==> config.mk <==
export PLATFORM = sky130hd
export DESIGN_NAME = csrm_port_arb
export DESIGN_NICKNAME = d
export VERILOG_FILES = /design/src/rtl/csrm_port_arb_pkg.sv /design/src/rtl/csrm_port_arb.sv
export SDC_FILE = /design/constraint.sdc
export NUM_CORES = 1
export LEC_CHECK = 0
export ABC_CLOCK_PERIOD_IN_PS = 3740
export BUFFER_PORTS_ARGS = -buffer_cell sky130_fd_sc_hd__buf_2
export CAP_MARGIN = 20
export CORE_UTILIZATION = 35
export CTS_CLUSTER_DIAMETER = 120
export DETAILED_ROUTE_END_ITERATION = 12
export HOLD_SLACK_MARGIN = 0.08
export MAX_ROUTING_LAYER = met4
export PLACE_DENSITY = 0.66
export SLEW_MARGIN = 30
export SYNTH_ARGS = -nofsm -noshare
export SYNTH_HDL_FRONTEND = slang
export SYNTH_SLANG_ARGS = --single-unit
export TNS_END_PERCENT = 5
==> constraint.sdc <==
create_clock -name clk -period 3.74 [get_ports clk]
set_input_delay 0.935 -clock clk [delete_from_list [all_inputs] [get_ports clk]]
set_output_delay 0.935 -clock clk [all_outputs]
set_load 0.02 [all_outputs]
==> src/rtl/csrm_port_arb_pkg.sv <==
// Shared types for the machine CSR port arbiter: configuration record,
// arbitration state encoding and the debug-win decision.
package csrm_port_arb_pkg;

   typedef struct packed {
      int XLEN;
   } cvw_t;

   localparam cvw_t CVW_DEFAULT = '{XLEN: 32};

   typedef enum logic [1:0] {
      IDLE,
      PEND,
      ACCESS,
      RESP
   } csrm_arb_state_t;

   // A trap always blocks debug; otherwise debug goes when the pipeline is
   // quiet or when it has been starved long enough.
   function automatic logic dbg_wins(input logic pipe_req,
                                     input logic trap,
                                     input logic starved);
      return ~trap & (~pipe_req | starved);
   endfunction

endpackage

==> src/rtl/csrm_port_arb.sv <==
// Arbiter for the machine CSR file port: pipeline has priority, a debug agent
// gets through via a request/response handshake with bounded starvation.
module csrm_port_arb
   import csrm_port_arb_pkg::*;
#(
   parameter cvw_t P            = CVW_DEFAULT,
   parameter int   STARVE_LIMIT = 4
) (
   input  logic                clk,
   input  logic                reset,
   input  logic                CSRReqM,
   input  logic                CSRWriteReqM,
   input  logic [11:0]         CSRAdrReqM,
   input  logic [P.XLEN-1:0]   CSRWriteValReqM,
   input  logic                MTrapM,
   input  logic [P.XLEN-1:0]   CSRMReadValM,
   input  logic                IllegalCSRMAccessM,
   input  logic                IllegalCSRMWriteReadonlyM,
   output logic [11:0]         CSRAdrM,
   output logic [P.XLEN-1:0]   CSRWriteValM,
   output logic                UngatedCSRMWriteM,
   output logic                CSRMWriteM,
   output logic                CSRArbStallM,
   input  logic                DbgReq,
   output logic                DbgReady,
   input  logic                DbgWrite,
   input  logic [11:0]         DbgAdr,
   input  logic [P.XLEN-1:0]   DbgWdata,
   output logic                DbgRspValid,
   input  logic                DbgRspReady,
   output logic [P.XLEN-1:0]   DbgRspData,
   output logic                DbgRspErr
);

   localparam int XLEN = P.XLEN;
   localparam int CW   = $clog2(STARVE_LIMIT + 1);
   localparam logic [CW-1:0] LIMIT_C = CW'(STARVE_LIMIT);

   csrm_arb_state_t state_q, state_d;
   logic [CW-1:0]   cnt_q, cnt_d;
   logic            cap_write_q, cap_write_d;
   logic [11:0]     cap_adr_q, cap_adr_d;
   logic [XLEN-1:0] cap_wdata_q, cap_wdata_d;
   logic [XLEN-1:0] rsp_data_q, rsp_data_d;
   logic            rsp_err_q, rsp_err_d;
   logic            cap_en, rsp_en, illegal;

   assign illegal = IllegalCSRMAccessM | IllegalCSRMWriteReadonlyM;

   always_comb begin
      state_d           = state_q;
      cnt_d             = cnt_q;
      cap_en            = 1'b0;
      rsp_en            = 1'b0;
      DbgReady          = 1'b0;
      DbgRspValid       = 1'b0;
      CSRAdrM           = CSRAdrReqM;
      CSRWriteValM      = CSRWriteValReqM;
      UngatedCSRMWriteM = CSRWriteReqM;
      CSRMWriteM        = CSRWriteReqM & CSRReqM;
      CSRArbStallM      = 1'b0;
      case (state_q)
         IDLE: begin
            DbgReady = 1'b1;
            if (DbgReq) begin
               cap_en  = 1'b1;
               cnt_d   = '0;
               state_d = PEND;
            end
         end
         PEND: begin
            if (dbg_wins(CSRReqM, MTrapM, cnt_q == LIMIT_C)) begin
               state_d = ACCESS;
            end else if (~MTrapM && (cnt_q != LIMIT_C)) begin
               cnt_d = cnt_q + 1'b1;
            end
         end
         ACCESS: begin
            CSRAdrM      = cap_adr_q;
            CSRWriteValM = cap_wdata_q;
            CSRArbStallM = CSRReqM;
            // A trap owns the file this cycle; retry later with the count kept
            if (MTrapM) begin
               UngatedCSRMWriteM = 1'b0;
               CSRMWriteM        = 1'b0;
               state_d           = PEND;
            end else begin
               UngatedCSRMWriteM = cap_write_q;
               CSRMWriteM        = cap_write_q & ~illegal;
               rsp_en            = 1'b1;
               state_d           = RESP;
            end
         end
         RESP: begin
            DbgRspValid = 1'b1;
            if (DbgRspReady) state_d = IDLE;
         end
         default: state_d = IDLE;
      endcase
   end

   always_comb begin
      cap_write_d = cap_en ? DbgWrite     : cap_write_q;
      cap_adr_d   = cap_en ? DbgAdr       : cap_adr_q;
      cap_wdata_d = cap_en ? DbgWdata     : cap_wdata_q;
      rsp_data_d  = rsp_en ? CSRMReadValM : rsp_data_q;
      rsp_err_d   = rsp_en ? illegal      : rsp_err_q;
   end

   always_ff @(posedge clk or posedge reset) begin
      if (reset) begin
         state_q     <= IDLE;
         cnt_q       <= '0;
         cap_write_q <= 1'b0;
         cap_adr_q   <= '0;
         cap_wdata_q <= '0;
         rsp_data_q  <= '0;
         rsp_err_q   <= 1'b0;
      end else begin
         state_q     <= state_d;
         cnt_q       <= cnt_d;
         cap_write_q <= cap_write_d;
         cap_adr_q   <= cap_adr_d;
         cap_wdata_q <= cap_wdata_d;
         rsp_data_q  <= rsp_data_d;
         rsp_err_q   <= rsp_err_d;
      end
   end

   assign DbgRspData = rsp_data_q;
   assign DbgRspErr  = rsp_err_q;

endmodule
==> results of run 1 <==
layer usage:
layer | part of all wire (%) | up-vias | wire (µm)
met5 | 0 | - | 0
met4 | 1.4 | 0 | 121
met3 | 7.3 | 12 | 629
met2 | 51 | 121 | 4380
met1 | 40 | 1382 | 3490
li1 | - | 1336 | -
cell usage after synthesis:
library cell    n
dfrtp_1        83
inv_1           5
a221o_1         1
and4bb_2        1
a21oi_1         2
and4b_1         1
nor3b_4         1
a211oi_1        1
nor3b_2         1
nor2b_1         1
nand3_1         1
buf_2           4
nor2_1          7
nand2b_1        1
o22ai_1         1
mux2_2        123
buf_6           2
buf_4          10
nor3_1          1
o31ai_1         1
nand2_1         7
ha_1            2
and2_1          1
area by class of cell:
class                   instances  area, µm²
fillers                       966       5220
flip-flops and latches         83       2080
inverters                       5       20.0
well taps                     136        170
clock buffers                  10        138
clock inverters                 6       88.8
repair buffers                216       1110
multi-input cells             154       1600
stage by stage:
stage,cells,utilization (%),worst slack [ns],area [µm²]
global placement,594,47.7,1.05,4970
detailed placement,594,47.7,0.992,4970
CTS,610,49.9,0.587,5190
finish,610,49.9,0.635,5190
global route,610,49.9,0.495,5190
floorplan,258,-,0.668,3800
worst min path at each step:
stage	end	slack, ns	depth (start not counted)
after floorplan	cap_wdata_q[10]$_DFFE_PP0P_	0.48	1
after global placement	cap_adr_q[10]$_DFFE_PP0P_	0.49	1
after detailed placement	DbgRspData[12]$_DFFE_PP0P_	0.49	1
after CTS	DbgRspData[12]$_DFFE_PP0P_	0.51	1
after global routing	DbgRspData[12]$_DFFE_PP0P_	0.51	1
final	DbgRspData[12]$_DFFE_PP0P_	0.51	1
state kept, by name, indices dropped and copies added, names as in the netlist:
register and cells:
DbgRspData 32, DbgRspErr 1, cap_adr_q 12, cap_wdata_q 32, cap_write_q 1, cnt_q 3, state_q 2
power by group through the flow:
stage / clock network (mW) / registers [mW] / logic [mW]
after floorplan: 0 / 1.75 / 1.10
after CTS: 0.750 / 1.60 / 1.78
after detailed placement: 0 / 1.61 / 1.78
after global placement: 0 / 1.59 / 1.73
after global routing: 0.786 / 1.66 / 1.87
final: 0.718 / 1.59 / 1.75
cell families after synthesis:
kind of cell | after synthesis | synth area share (%)
flops | 83 | 54.7
mux | 123 | 36.5
fa+ha+maj | 2 | 0.658
simple gates | 23 | 3.56
buf+inv | 21 | 3.59
compound gates | 6 | 1.09
worst max-delay path, stage by stage (launching register included):
cell and delay, ns:
dfrtp_1 0.56, nand2b_2 0.18, buf_4 0.47, mux2_2 0.41, buf_2 0.16
==> flow_metrics.py, run 1 <==
metrics = {
    "sta": {
        "hold_slack_ns": 0.506,
        "max-slew-margin-rel_pct": 51.3,
        "rsz0062_at_grt": "false",
        "fin_crit_ns": 3.10,
        "slew_violations": 0,
        "worst_slew_pin_slew_ns": 0.729,
        "finalSetupTns_ns": 0,
        "clock.fmax_mhz": 322,
        "finalHoldViolCount": 0,
        "min_period_over_period_pct": 83.0,
        "clock_skew_ns": 0.0102,
        "setup_viol": 0,
    },
    "floorplanning": {
        "die-area_um2": 11300,
        "start_util_pct": 36.5,
        "die_w_um": 106,
        "die_h_um": 106,
        "core_area_um2": 10400,
        "pin_count": 212,
        "fp-row-count": 37,
    },
    "min_path": {
        "hold_path_class": "flip-flop to flip-flop",
        "min_from": "DbgRspData[12]$_DFFE_PP0P_",
    },
    "global_route": {
        "grtUsageMet1_pct": 18.5,
        "grtUsageTotal_pct": 16.3,
        "grt.overflow.total": 0,
        "met3_usage_pct": 3.74,
        "antenna_found_initial": 0,
        "met2_usage_pct": 27.6,
        "grt-busiest-layer": "met2",
        "grt_pass1_vias": 2978,
        "grt_pass1_wl_mm": 13.9,
        "grt_max_degree": 48,
    },
    "worst_setup_path": {
        "r2r-end": "cap_adr_q[6]$_DFFE_PP0P_",
        "path_max_fanout": 47,
        "r2r_slack_ns": 1.75,
        "end_kind": "output pin",
        "worstSetupPathType": "flip-flop to output pin",
        "crit_start": "state_q[0]$_DFFE_PP0P_",
        "worstPathArrival_ns": 2.17,
        "required_ns": 2.80,
        "worstRegToRegCells": 3,
        "cp-endpoint": "CSRWriteValM[24]",
        "cp-start-kind": "flip-flop",
        "r2r_start": "state_q[0]$_DFFE_PP0P_",
    },
    "synth": {
        "syn_inst": 258,
        "synth.area.top_cells": "dfrtp_1, mux2_2, buf_4",
        "synth_area_um2": 3800,
        "yosys_warnings": 0,
        "syn_nets": 390,
        "ys_ff_latch": 83,
        "synth_top_cell_by_area": "dfrtp_1",
        "seq_area_frac_synth_pct": 54.7,
        "ys_types": 23,
        "synth_largest_type_area_fraction_pct": 54.7,
        "avgSynthCellArea_um2": 14.7,
    },
    "power_and_ir_drop": {
        "clkPwrFrac_pct": 17.7,
        "seqPwrFrac_pct": 39.2,
        "power_frac_comb_pct": 43.1,
        "power_density_nw_per_um2": 780,
        "internal_power_mw": 2.60,
        "cellLeakagePower_nw": 2.57,
        "peakVddDrop_mv": 0.373,
        "p_sw_mw": 1.45,
        "swShare_pct": 35.7,
        "fin_total_pwr_mw": 4.05,
    },
    "clock_network": {
        "cts_tree": "built",
        "ctsLongestPathBuffers": 2,
        "root_buffer": "clkbuf_8",
        "cts-resized-gates": 0,
        "cts_made_buffers": 9,
        "cts.reportedPaths.clkPinSlew_ns": 0.08,
        "post_cts_buffers": 0,
        "holdBufCountCts": 0,
        "insertion_delay_ns": 0.35,
        "cts.sink_count": 83,
        "cts_max_level": 3,
    },
    "placed_design": {
        "port_buffers": 211,
        "hpwlAfterDp_mm": 6.69,
        "routabilityCongestion": 0.721,
    },
    "outcome": {
        "status": "complete, no violations",
    },
    "cells_and_area": {
        "drive_above_1_share_pct": 75.9,
        "final_nets": 601,
        "mostFrequentLayoutCell": "buf_2",
        "final_cell_mix": "buf_2, mux2_2, dfrtp_1, clkbuf_8",
        "area_growth_pct": 36.7,
        "diodes": 0,
    },
    "detailed_routing": {
        "viasPerCell": 4.67,
        "vias": 2851,
        "drt-initial-drc-count": 51,
        "first_pass_iters": 4,
        "wl_per_cell_um": 14.1,
        "drc": 0,
        "drtAntennaViolNets": 0,
        "wl_mm": 8.62,
    },
    "job": {
        "max_cap_violations": 0,
    },
}
(Power assumes the default switching activity.)
==> run 2, diff against run 1 <==
- ABC_AREA: unset -> 1
- ABC_CLOCK_PERIOD_IN_PS: 3740 -> 2550
- PLACE_DENSITY: 0.66 -> 0.68
- clock period: 3.74 -> 2.55 ns (I/O delays scaled with it)
==> flow_metrics.py, run 2 <==
metrics = {
    "sta": {
        "rsz0062_at_grt": "false",
        "worst_slew_pin_slew_ns": 0.643,
        "clock_skew_ns": 0.00602,
        "max-slew-margin-rel_pct": 57.0,
        "finalSetupTns_ns": 0,
        "setup_viol": 0,
        "finalHoldViolCount": 0,
        "clock.fmax_mhz": 415,
        "fin_crit_ns": 2.41,
        "min_period_over_period_pct": 94.6,
        "slew_violations": 0,
        "worst_slack_ns": 0.139,
    },
    "synth": {
        "yosysMostFrequentCell": "nand2_1",
        "synth_common_cells": "nand2_1, dfrtp_1, nand3_1",
        "ys_types": 17,
        "synth_largest_type_area_fraction_pct": 53.0,
        "synth.area.top_cells": "dfrtp_1, nand2_1, nand3_1",
        "yosys_warnings": 0,
        "seq_area_frac_synth_pct": 53.0,
        "synth-edff-count": 0,
        "ys_async_sr_fraction_pct": 100,
        "syn_inst": 529,
        "avgSynthCellArea_um2": 7.41,
        "syn_nets": 661,
        "ys_ff_latch": 83,
        "synth_top_cell_by_area": "dfrtp_1",
        "synth_area_um2": 3920,
        "synth_top_flop_cell": "dfrtp_1",
    },
    "global_route": {
        "antenna_found_initial": 0,
        "grt_pass1_wl_mm": 16.8,
        "grt.overflow.total": 0,
        "grt_pass1_vias": 3749,
        "grt_max_degree": 84,
        "grtUsageTotal_pct": 19.1,
    },
    "detailed_routing": {
        "wl_mm": 10.7,
        "drt-initial-drc-count": 178,
        "vias": 4010,
        "drtAntennaViolNets": 0,
        "drc": 0,
        "viasPerCell": 4.56,
        "wl_per_cell_um": 12.1,
        "first_pass_iters": 4,
    },
    "clock_network": {
        "cts.sink_count": 83,
        "cts-resized-gates": 0,
        "root_buffer": "clkbuf_8",
        "insertion_delay_ns": 0.34,
        "cts.reportedPaths.clkPinSlew_ns": 0.08,
        "ctsLongestPathBuffers": 2,
        "holdBufCountCts": 0,
        "cts_max_level": 3,
        "cts_made_buffers": 9,
        "cts_tree": "built",
    },
    "worst_setup_path": {
        "r2r-end": "cap_adr_q[11]$_DFFE_PP0P_",
        "worstPathArrival_ns": 1.77,
        "path_max_fanout": 39,
        "r2r_slack_ns": 0.91,
        "worstRegToRegCells": 5,
        "worstSetupPathType": "flip-flop to output pin",
        "required_ns": 1.91,
        "cp-start-kind": "flip-flop",
        "r2r_start": "state_q[0]$_DFFE_PP0P_",
        "end_kind": "output pin",
    },
    "floorplanning": {
        "fp-row-count": 38,
        "start_util_pct": 36.0,
        "pin_count": 212,
        "core_area_um2": 10900,
        "die-area_um2": 11600,
        "die_h_um": 108,
        "die_w_um": 108,
    },
    "min_path": {
        "hold_path_class": "primary input to asynchronous set/reset pin",
    },
    "power_and_ir_drop": {
        "internal_power_mw": 3.34,
        "clkPwrFrac_pct": 15.5,
        "swShare_pct": 43.9,
        "seqPwrFrac_pct": 38.0,
        "cellLeakagePower_nw": 3.24,
        "power_density_nw_per_um2": 1120,
        "p_sw_mw": 2.62,
        "peakVddDrop_mv": 0.476,
        "power_frac_comb_pct": 46.5,
    },
    "placed_design": {
        "hpwlAfterDp_mm": 7.91,
        "routabilityCongestion": 0.778,
        "port_buffers": 211,
        "pre_cts_ws_ns": 0.490,
    },
    "cells_and_area": {
        "diodes": 0,
        "mostFrequentLayoutCell": "nand2_1",
        "n_fill_cell": 1106,
        "final_cell_mix": "nand2_1, buf_2, dfrtp_1, nand3_1, inv_1",
        "area_growth_pct": 35.7,
        "final_nets": 866,
        "drive_above_1_share_pct": 33.3,
    },
    "job": {
        "max_cap_violations": 0,
    },
    "outcome": {
        "status": "complete, no violations",
    },
}
==> run 2: cell types whose count changed in the layout (fill, tap and decap cells not counted), sizes merged, moves of 8 or more <==
| cell | before | now |
|---|---|---|
| a21oi | 2 | 10 |
| inv | 4 | 25 |
| nand3 | 1 | 44 |
| mux2 | 123 | 0 |
| nand2 | 7 | 307 |
| nor2 | 7 | 16 |
| o21ai | 0 | 11 |
==> run 2: repair_timing <==
action / 4_1_cts / 5_1_grt
hold endpoints to repair: 0 / 0
setup buffers: 0 / 2
endpoints found under the setup margin: 0 / 2
==> run 2: per-layer routing <==
metal  vias to the layer above  GRT usage, %  wire length (µm)
met4                         0          4.60                95
met1                      1820          21.4              4550
met2                       163          34.2              5230
met3                         8          4.60               789
li1                       2019             -                 -
met5                         -             -                 0
==> run 2: worst max-delay path by stage <==
stage / startpoint / endpoint / cells after the start
finish: state_q[0]$_DFFE_PP0P_ / CSRWriteValM[1] / 6
floorplan: state_q[0]$_DFFE_PP0P_ / CSRWriteValM[0] / 4
global placement: CSRWriteReqM / UngatedCSRMWriteM / 4
detailed placement: state_q[0]$_DFFE_PP0P_ / CSRWriteValM[23] / 5
CTS: state_q[0]$_DFFE_PP0P_ / CSRWriteValM[23] / 5
global route: state_q[0]$_DFFE_PP0P_ / CSRWriteValM[1] / 6
==> run 2: power by group through the flow <==
stage / sequential [mW] / clock (mW) / combinational, mW
2_1_floorplan: 2.52 / 0 / 1.60
3_3_place_gp: 2.27 / 0 / 2.71
3_5_place_dp: 2.28 / 0 / 2.79
4_1_cts: 2.27 / 0.965 / 2.79
5_1_grt: 2.34 / 1.03 / 3.11
6_report: 2.26 / 0.926 / 2.77
==> run 2: cell type report <==
class | count | area, µm² | share of cell area [%]
sequential | 83 | 2080 | 39.0
multi-input combinational | 391 | 1590 | 29.9
timing repair buffer | 223 | 1180 | 22.2
tap | 140 | 175 | 3.29
clock buffer | 11 | 141 | 2.66
inverter | 26 | 101 | 1.90
clock inverter | 5 | 52.6 | 0.987
==> run 2: cells by family (layout without fill, tap and decap cells) <==
kind of cell / after synthesis / after routing / synth area share, %
compound gates: 22 / 22 / 2.87
fa+ha+maj: 2 / 2 / 0.638
buf+inv: 55 / 265 / 6.63
flops: 83 / 83 / 53.0
simple gates: 367 / 367 / 36.9
==> run 2: stage by stage <==
step	cell area, µm²	total power [mW]	util [%]	hold WS, ns	instances
after global routing	5320	6.47	48.9	0.441	879
after global placement	5110	4.98	47.0	0.456	861
after detailed placement	5110	5.08	47.0	0.460	861
final	5320	5.96	48.9	0.419	879
after CTS	5310	6.03	48.8	0.420	877
after floorplan	3930	4.12	-	0.442	529
==> run 2: critical path: stages (launching register included) <==
cell,delay [ns]
dfrtp_1,0.50
inv_2,0.07
nand2_2,0.10
buf_4,0.35
nand2_1,0.10
o21ai_0,0.10
buf_2,0.19
